## config.mk

```make
export PLATFORM = sky130hd
export DESIGN_NAME = mem_bus_arbiter_flat
export DESIGN_NICKNAME = d
export VERILOG_FILES = /design/src/rtl/mem_bus_arbiter_if.sv /design/src/rtl/mem_bus_arbiter.sv /design/src/flat_wrapper.sv
export SDC_FILE = /design/constraint.sdc
export NUM_CORES = 1
export LEC_CHECK = 0
export BUFFER_PORTS_ARGS = -buffer_cell sky130_fd_sc_hd__buf_2
export CAP_MARGIN = 20
export CELL_PAD_IN_SITES_DETAIL_PLACEMENT = 0
export CELL_PAD_IN_SITES_GLOBAL_PLACEMENT = 1
export CORE_AREA = 5 5 209 211
export CTS_CLUSTER_SIZE = 40
export DETAILED_ROUTE_END_ITERATION = 10
export DIE_AREA = 0 0 214 216
export GPL_TIMING_DRIVEN = 0
export PLACE_DENSITY = 0.61
export SLEW_MARGIN = 5
export SYNTH_ARGS = -nofsm -noshare
export SYNTH_HDL_FRONTEND = slang
export SYNTH_SLANG_ARGS = --single-unit
```

## constraint.sdc

```tcl
create_clock -name clk -period 1.7 [get_ports clk]
set_clock_uncertainty 0.2 [all_clocks]
set_input_delay 0.085 -clock clk [delete_from_list [all_inputs] [get_ports clk]]
set_output_delay 0.085 -clock clk [all_outputs]
set_load 0.1 [all_outputs]
```

## src/rtl/mem_bus_arbiter_if.sv

```systemverilog
// Bus bundle between requesters, the arbiter and the memory port.
// The slave modport is the arbiter's view; master is the environment driving requests and memory.
interface mem_bus_arbiter_if #(
    parameter int NUM_REQ = 2,
    parameter int ADDR_W  = 64,
    parameter int DATA_W  = 64,
    parameter int SRC_W   = 8
);
    logic [NUM_REQ-1:0]        req_valid;
    logic [NUM_REQ-1:0]        req_write;
    logic [NUM_REQ*ADDR_W-1:0] req_addr;
    logic [NUM_REQ*DATA_W-1:0] req_wdata;
    logic [NUM_REQ*SRC_W-1:0]  req_source;
    logic [NUM_REQ-1:0]        req_ready;
    logic [NUM_REQ-1:0]        resp_valid;
    logic [DATA_W-1:0]         resp_data;
    logic [NUM_REQ-1:0]        resp_ready;
    logic                      mem_req_valid;
    logic                      mem_req_write;
    logic [ADDR_W-1:0]         mem_req_addr;
    logic [DATA_W-1:0]         mem_req_wdata;
    logic [SRC_W-1:0]          mem_req_source;
    logic                      mem_req_ready;
    logic                      mem_resp_valid;
    logic [DATA_W-1:0]         mem_resp_data;
    logic                      protocol_err;

    modport slave (
        input  req_valid, req_write, req_addr, req_wdata, req_source, resp_ready,
        input  mem_req_ready, mem_resp_valid, mem_resp_data,
        output req_ready, resp_valid, resp_data,
        output mem_req_valid, mem_req_write, mem_req_addr, mem_req_wdata, mem_req_source,
        output protocol_err
    );

    modport master (
        output req_valid, req_write, req_addr, req_wdata, req_source, resp_ready,
        output mem_req_ready, mem_resp_valid, mem_resp_data,
        input  req_ready, resp_valid, resp_data,
        input  mem_req_valid, mem_req_write, mem_req_addr, mem_req_wdata, mem_req_source,
        input  protocol_err
    );
endinterface

```

## src/rtl/mem_bus_arbiter.sv

```systemverilog
// Round-robin arbiter sharing one scalar memory port between NUM_REQ requesters,
// one transaction outstanding at a time.
//
// state     | meaning
// IDLE      | no transaction; grant next requester round-robin
// ISSUE     | request presented to memory, waiting for mem_req_ready
// WAIT_RESP | read accepted, waiting for mem_resp_valid
// RETURN    | read data held for the granted requester until resp_ready
module mem_bus_arbiter #(
    parameter int NUM_REQ = 2,
    parameter int ADDR_W  = 64,
    parameter int DATA_W  = 64,
    parameter int SRC_W   = 8
) (
    input  logic            clk,
    input  logic            reset_n,
    mem_bus_arbiter_if.slave bus
);
    localparam int IDX_W = $clog2(NUM_REQ);
    localparam int CNT_W = IDX_W + 1;

    typedef enum logic [1:0] {IDLE, ISSUE, WAIT_RESP, RETURN} state_t;

    state_t             state;
    logic [IDX_W-1:0]   last_grant;
    logic [IDX_W-1:0]   grant;
    logic [NUM_REQ-1:0] req_ready_q;
    logic [NUM_REQ-1:0] resp_valid_q;
    logic [DATA_W-1:0]  resp_data_q;
    logic               mem_valid_q;
    logic               mem_write_q;
    logic [ADDR_W-1:0]  mem_addr_q;
    logic [DATA_W-1:0]  mem_wdata_q;
    logic [SRC_W-1:0]   mem_source_q;
    logic               protocol_err_q;

    logic [IDX_W-1:0]   pick;
    logic               pick_found;
    logic [CNT_W-1:0]   cand;
    logic               sel_write;
    logic [ADDR_W-1:0]  sel_addr;
    logic [DATA_W-1:0]  sel_wdata;
    logic [SRC_W-1:0]   sel_source;

    // Scan upward from the requester after last_grant, wrapping at NUM_REQ.
    always_comb begin
        pick       = '0;
        pick_found = 1'b0;
        cand       = '0;
        for (int k = 1; k <= NUM_REQ; k++) begin
            cand = {1'b0, last_grant} + CNT_W'(k);
            if (cand >= CNT_W'(NUM_REQ)) begin
                cand = cand - CNT_W'(NUM_REQ);
            end
            if (!pick_found && bus.req_valid[cand[IDX_W-1:0]]) begin
                pick       = cand[IDX_W-1:0];
                pick_found = 1'b1;
            end
        end
    end

    always_comb begin
        sel_write  = 1'b0;
        sel_addr   = '0;
        sel_wdata  = '0;
        sel_source = '0;
        for (int i = 0; i < NUM_REQ; i++) begin
            if (pick == IDX_W'(i)) begin
                sel_write  = bus.req_write[i];
                sel_addr   = bus.req_addr[i*ADDR_W +: ADDR_W];
                sel_wdata  = bus.req_wdata[i*DATA_W +: DATA_W];
                sel_source = bus.req_source[i*SRC_W +: SRC_W];
            end
        end
    end

    always_ff @(posedge clk or negedge reset_n) begin
        if (!reset_n) begin
            state          <= IDLE;
            last_grant     <= IDX_W'(NUM_REQ - 1);
            grant          <= '0;
            req_ready_q    <= '0;
            resp_valid_q   <= '0;
            resp_data_q    <= '0;
            mem_valid_q    <= 1'b0;
            mem_write_q    <= 1'b0;
            mem_addr_q     <= '0;
            mem_wdata_q    <= '0;
            mem_source_q   <= '0;
            protocol_err_q <= 1'b0;
        end else begin
            req_ready_q <= '0;
            case (state)
                IDLE: begin
                    if (bus.mem_resp_valid) begin
                        protocol_err_q <= 1'b1;
                    end
                    if (pick_found) begin
                        grant        <= pick;
                        mem_write_q  <= sel_write;
                        mem_addr_q   <= sel_addr;
                        mem_wdata_q  <= sel_wdata;
                        mem_source_q <= sel_source;
                        mem_valid_q  <= 1'b1;
                        req_ready_q  <= NUM_REQ'(1) << pick;
                        state        <= ISSUE;
                    end
                end
                ISSUE: begin
                    // A response during the handshake cycle cannot belong to this request.
                    if (bus.mem_resp_valid) begin
                        protocol_err_q <= 1'b1;
                    end
                    if (bus.mem_req_ready) begin
                        mem_valid_q <= 1'b0;
                        last_grant  <= grant;
                        state       <= mem_write_q ? IDLE : WAIT_RESP;
                    end
                end
                WAIT_RESP: begin
                    if (bus.mem_resp_valid) begin
                        resp_data_q  <= bus.mem_resp_data;
                        resp_valid_q <= NUM_REQ'(1) << grant;
                        state        <= RETURN;
                    end
                end
                RETURN: begin
                    if (bus.mem_resp_valid) begin
                        protocol_err_q <= 1'b1;
                    end
                    if (bus.resp_ready[grant]) begin
                        resp_valid_q <= '0;
                        state        <= IDLE;
                    end
                end
                default: state <= IDLE;
            endcase
        end
    end

    assign bus.req_ready      = req_ready_q;
    assign bus.resp_valid     = resp_valid_q;
    assign bus.resp_data      = resp_data_q;
    assign bus.mem_req_valid  = mem_valid_q;
    assign bus.mem_req_write  = mem_write_q;
    assign bus.mem_req_addr   = mem_addr_q;
    assign bus.mem_req_wdata  = mem_wdata_q;
    assign bus.mem_req_source = mem_source_q;
    assign bus.protocol_err   = protocol_err_q;
endmodule

```

## src/flat_wrapper.sv

```systemverilog
// flat-port wrapper written by rule: the top's interface ports become plain ports
module mem_bus_arbiter_flat 
#(
    parameter int NUM_REQ = 2,
    parameter int ADDR_W  = 64,
    parameter int DATA_W  = 64,
    parameter int SRC_W   = 8
)
  (clk, reset_n, bus_req_valid, bus_req_write, bus_req_addr, bus_req_wdata, bus_req_source, bus_resp_ready, bus_mem_req_ready, bus_mem_resp_valid, bus_mem_resp_data, bus_req_ready, bus_resp_valid, bus_resp_data, bus_mem_req_valid, bus_mem_req_write, bus_mem_req_addr, bus_mem_req_wdata, bus_mem_req_source, bus_protocol_err);
  mem_bus_arbiter_if #(.NUM_REQ(NUM_REQ), .ADDR_W(ADDR_W), .DATA_W(DATA_W), .SRC_W(SRC_W)) bus_i ();
  input  logic clk;
  input  logic reset_n;
  input wire logic [$bits(bus_i.req_valid)-1:0] bus_req_valid;
  input wire logic [$bits(bus_i.req_write)-1:0] bus_req_write;
  input wire logic [$bits(bus_i.req_addr)-1:0] bus_req_addr;
  input wire logic [$bits(bus_i.req_wdata)-1:0] bus_req_wdata;
  input wire logic [$bits(bus_i.req_source)-1:0] bus_req_source;
  input wire logic [$bits(bus_i.resp_ready)-1:0] bus_resp_ready;
  input wire logic [$bits(bus_i.mem_req_ready)-1:0] bus_mem_req_ready;
  input wire logic [$bits(bus_i.mem_resp_valid)-1:0] bus_mem_resp_valid;
  input wire logic [$bits(bus_i.mem_resp_data)-1:0] bus_mem_resp_data;
  output wire logic [$bits(bus_i.req_ready)-1:0] bus_req_ready;
  output wire logic [$bits(bus_i.resp_valid)-1:0] bus_resp_valid;
  output wire logic [$bits(bus_i.resp_data)-1:0] bus_resp_data;
  output wire logic [$bits(bus_i.mem_req_valid)-1:0] bus_mem_req_valid;
  output wire logic [$bits(bus_i.mem_req_write)-1:0] bus_mem_req_write;
  output wire logic [$bits(bus_i.mem_req_addr)-1:0] bus_mem_req_addr;
  output wire logic [$bits(bus_i.mem_req_wdata)-1:0] bus_mem_req_wdata;
  output wire logic [$bits(bus_i.mem_req_source)-1:0] bus_mem_req_source;
  output wire logic [$bits(bus_i.protocol_err)-1:0] bus_protocol_err;
  assign bus_i.req_valid = bus_req_valid;
  assign bus_i.req_write = bus_req_write;
  assign bus_i.req_addr = bus_req_addr;
  assign bus_i.req_wdata = bus_req_wdata;
  assign bus_i.req_source = bus_req_source;
  assign bus_i.resp_ready = bus_resp_ready;
  assign bus_i.mem_req_ready = bus_mem_req_ready;
  assign bus_i.mem_resp_valid = bus_mem_resp_valid;
  assign bus_i.mem_resp_data = bus_mem_resp_data;
  assign bus_req_ready = bus_i.req_ready;
  assign bus_resp_valid = bus_i.resp_valid;
  assign bus_resp_data = bus_i.resp_data;
  assign bus_mem_req_valid = bus_i.mem_req_valid;
  assign bus_mem_req_write = bus_i.mem_req_write;
  assign bus_mem_req_addr = bus_i.mem_req_addr;
  assign bus_mem_req_wdata = bus_i.mem_req_wdata;
  assign bus_mem_req_source = bus_i.mem_req_source;
  assign bus_protocol_err = bus_i.protocol_err;
  mem_bus_arbiter #(.NUM_REQ(NUM_REQ), .ADDR_W(ADDR_W), .DATA_W(DATA_W), .SRC_W(SRC_W)) u_core (.clk(clk), .reset_n(reset_n), .bus(bus_i));
endmodule
```

-- After elaboration in Yosys (flattened, before gate mapping)
Cells that the tools add are included.
- bits in registers: 211
- bits of input ports: 346
- word-level logic and storage cells: 72
- add/sub/neg operators: 4
- magnitude comparators: 5
- eq/ne operators: 7
- shift operators: 2
- multiplexer cells: 29
- reduce and logical (&&, ||, !) cells: 13
- operator list (operator ; count):
    64-bit 2-to-1 mux ; 2
    2-bit 2-to-1 mux ; 8
    1-bit 2-to-1 mux ; 15
    8-bit 2-to-1 mux ; 1
    2-bit one-hot mux with 4 select lines ; 1
    2-bit AND reduction ; 4
    1-bit by 2-bit less-than comparator with 1-bit output (second input constant) ; 3
    3-bit AND reduction ; 2
    2-bit == test (second input constant) ; 2
    2-bit greater-or-equal comparator (second input constant) ; 2
    2-bit by 1-bit inequality test with 1-bit output (second input constant) ; 2
    2-bit inequality test (second input constant) ; 2
    2-bit one-hot mux with 2 select lines ; 1
    4-bit AND reduction ; 1
    2-bit nonzero test ; 2
    1-bit by 1-bit left shift with 2-bit output (first input constant) ; 2
    3-bit OR reduction ; 1
    1-bit by 1-bit adder with 2-bit output (second input constant) ; 1
    1-bit by 2-bit adder with 2-bit output (second input constant) ; 1
    2-bit by 1-bit == test with 1-bit output (second input constant) ; 1
    2-bit logical NOT ; 1
    1-bit one-hot mux with 2 select lines ; 1
    1-bit subtractor (second input constant) ; 2
    1-bit logical AND ; 1
    1-bit logical NOT ; 1

-- Logic depth before layout (Yosys ltp)
- depth after elaboration: 12
- depth in mapped cells: 7
- depth with buffers taken out: 3

-- Least setup slack after synthesis
Ideal clock, no wire load.
- kind: reg2reg
- start point: register with a tool-made name
- end point: register u_core.mem_addr_q[61] (netlist: u_core.bus.mem_req_addr[61])
- setup time: 0.127 ns
- data arrival time: 1.388 ns
- setup slack: -0.014 ns
- stages on the path, launching flop included: 7
- period minus slack after synthesis: 1.714 ns
- cell sequence: dfrtp_1 -> buf_4 -> nor2_2 -> nand2_2 -> buf_2 -> buf_2 -> a221o_1
- RTL lines (what ; line ; text):
    end signal, assigned ; mem_bus_arbiter.sv:101 ; mem_addr_q <= sel_addr;
    end, declared ; mem_bus_arbiter.sv:32 ; logic [ADDR_W-1:0] mem_addr_q;

-- Worst setup path after layout
- start point: register u_core.state[0]
- end point: register u_core.resp_data_q[19] (netlist: u_core.bus.resp_data[19])
- longest elaborated chain between the ends: 2
- ends and longest elaborated chain (what ; line ; text):
    start, declared ; mem_bus_arbiter.sv:24 ; state_t state;
    start signal, assigned ; mem_bus_arbiter.sv:117 ; state <= mem_write_q ? IDLE : WAIT_RESP;
    2-bit == test ; mem_bus_arbiter.sv:93 ; case (state)
    2-bit AND reduction (no line) ; n/a ;
    end signal, assigned ; mem_bus_arbiter.sv:122 ; resp_data_q <= bus.mem_resp_data;
    end, declared ; mem_bus_arbiter.sv:29 ; logic [DATA_W-1:0] resp_data_q;
No other way between the ends.
A chain may end at the register's enable or synchronous reset.

==> impl_metrics.ini <==
[final_layout]
mostFrequentLayoutCell = buf_2
seqCellArea_mm2 = 0.005281
multi_input_area_mm2 = 0.003696
final_layout_size_suffix_gt1_share_pct = 48.33
nets = 2014
final_cell_mix = buf_2 (555), dlygate4sd3_1 (346), dfrtp_1 (210)
area.growth.synth_to_final_pct = 105.8
n_fill_cell = 3917
final_area_mm2 = 0.01824

[worst_setup_path]
path_max_fanout = 7
crit_path_end_kind = flop
cp-start-kind = flop
worstPathArrival_ns = 2.01
crit_type = flop to flop
r2r_setup_slack_ns = -0.12
required_ns = 1.89

[sta]
fmax_mhz = 549.5
relSlewSlack_pct = 48.14
fin_ws_ns = -0.1199
rsz0062_at_grt = true
hold_viol = 0
worst_hold_slack_ns = 0.03390
fin_setup_tns_ns = -11.85
fin_crit_sh_pct = 107.1
finalSetupViolCount = 178
tightest_slew_ns = 0.7779
min_period_ns = 1.820
drv_slew = 0

[clock_network]
cts_root_buf = clkbuf_16
worstSkewPairLatency_ns = 0.51
cts.clk_slew.worst_paths_ns = 0.06
clockBufferDepth = 3
clkSinkCount = 211
cts_buffers = 25
cts_tree = done
h-tree-depth = 1

[floorplan]
die_area_mm2 = 0.04622
fp.dieW_um = 214
num_rows = 75
core-area_mm2 = 0.04157
io_pins = 553
die-height_um = 216
initial_core_util_pct = 21.32

[synth]
ys_seq_area_share_pct = 59.58
netlist_instances = 698
syn_area_per_cell_um2 = 12.70
synth_area_mm2 = 0.008865
syn_nets = 1044
synth_warnings = 0
synth.distinct_cells = 32
ys_ff_latch = 211

[outcome]
violations = negative setup slack
status = finished, violations left

[placement]
portBuffers = 552
gp_routability_congestion = 0.8459
postPlaceCellArea_mm2 = 0.01237
hpwl_mm = 30.64

[routing]
drtIter0Drc = 577
num_vias = 10130
drc = 0
via_per_inst = 4.561
drt_pass1_iterations = 5
wl_mm = 45.56
antenna_left = 0
post_drt_wl_per_cell_um = 20.50

[job]
maxCapViolations = 0

[grt]
grt_antenna_before_repair = 4
grt_pass1_wl_mm = 65.25
track_usage_pct = 17.59
grt_max_degree = 103
grt_pass1_vias = 10810
overflow = 0

[worst_hold_path]
hold_path.class = input pin to flop
[registers in the layout, indices dropped and copies added, names as in the netlist, named ones only]
signal	cells
u_core.bus.mem_req_addr	64
u_core.bus.mem_req_wdata	64
u_core.bus.resp_data	64
u_core.bus.mem_req_source	8
u_core.bus.req_ready	2
u_core.bus.resp_valid	2
u_core.bus.mem_req_valid	1
u_core.bus.mem_req_write	1
u_core.bus.protocol_err	1
u_core.grant	1
u_core.last_grant	1
u_core.state	1
[critical path, cell delays in order (launching register included)]
cell	delay, ns
dfrtp_1	0.42
buf_6	0.16
clkinvlp_4	0.15
buf_12	0.17
nand3_4	0.12
buf_8	0.15
mux2_2	0.33
[cell type report]
cell class | count | area share [%]
tap | 539 | 3.697
multi-input combinational | 416 | 20.26
sequential | 211 | 28.95
clock buffer | 35 | 3.854
clock inverter | 2 | 0.05487
timing repair buffer | 943 | 38.90
buffer | 67 | 4.115
antenna | 5 | 0.06858
inverter | 4 | 0.1029
[per-layer routing]
metal | up-vias | part of all wire, % | track usage (%)
met5 | - | 0 | 0
met3 | 72 | 6.6 | 4.428
met1 | 4990 | 41 | 21.19
met4 | 0 | 2.9 | 5.991
li1 | 4651 | - | -
met2 | 421 | 49 | 30.78
[what timing repair did]
action                     CTS  global route
buffers inserted            12            12
hold buffers               346             0
hold endpoints to repair   331             0
resized for setup          116           172
pin swaps                   15            42
cloned                       2            21
setup endpoints to repair  204           205
[final timing paths]
check                      cells after the start                                       end                                start
min reg2reg                                    1       u_core.bus.protocol_err$_DFFE_PN0P_  u_core.bus.protocol_err$_DFFE_PN0P_
max in group asynchronous                      4      u_core.bus.mem_req_write$_DFFE_PN0P_                              reset_n
max                                            6      u_core.bus.resp_data[19]$_DFFE_PN0P_          u_core.state[0]$_DFFE_PN0P_
min                                            4         u_core.bus.req_ready[0]$_DFF_PN0_                     bus_req_valid[0]
max reg2reg                                    6      u_core.bus.resp_data[19]$_DFFE_PN0P_          u_core.state[0]$_DFFE_PN0P_
min in group asynchronous                      3  u_core.bus.mem_req_wdata[59]$_DFFE_PN0P_                              reset_n
[cells in the mapped netlist, drive strengths merged]
cell     number  area (µm²)
a21bo         1       10.01
o2bb2ai       2       17.52
a21o          1       7.510
and3        118       743.2
dfstp         1       26.28
o21ai         4       20.02
and2          1       6.260
a21oi        26       130.1
mux2         66       743.2
clkbuf       27       102.6
o21bai        1       7.510
a2bb2oi       2       17.52
nand2b        2       12.51
nand2        45       171.4
dfrtp       210        5255
buf          43       242.7
a21boi        1       7.510
nor2          2       10.01
inv           4       15.01
nor3          1       5.000
a31oi        21       131.4
or2           1       6.260
a221o       116        1161
nand3         2       15.01
[logic make-up (layout without fill, tap and decap cells)]
kind of cell	count (synthesis)	in the layout	synth area share, %
flops	211	211	59.58
simple gates	172	175	10.94
compound gates	175	175	17.04
buf+inv	74	1051	4.065
other cells	0	5	0
mux	66	66	8.384
[stage by stage]
step           setup WS, ns  instances  util (%)
2_1_floorplan       0.01216        698         -
3_3_place_gp         -3.616       1789     29.60
3_5_place_dp        -0.6221       1791     29.76
4_1_cts             -0.1689       2186     41.12
5_1_grt             -0.1710       2221     43.88
6_report            -0.1199       2222     43.89
Power is not shown: default switching activity piles up to over one toggle a cycle in this logic, so the estimate is an artifact.
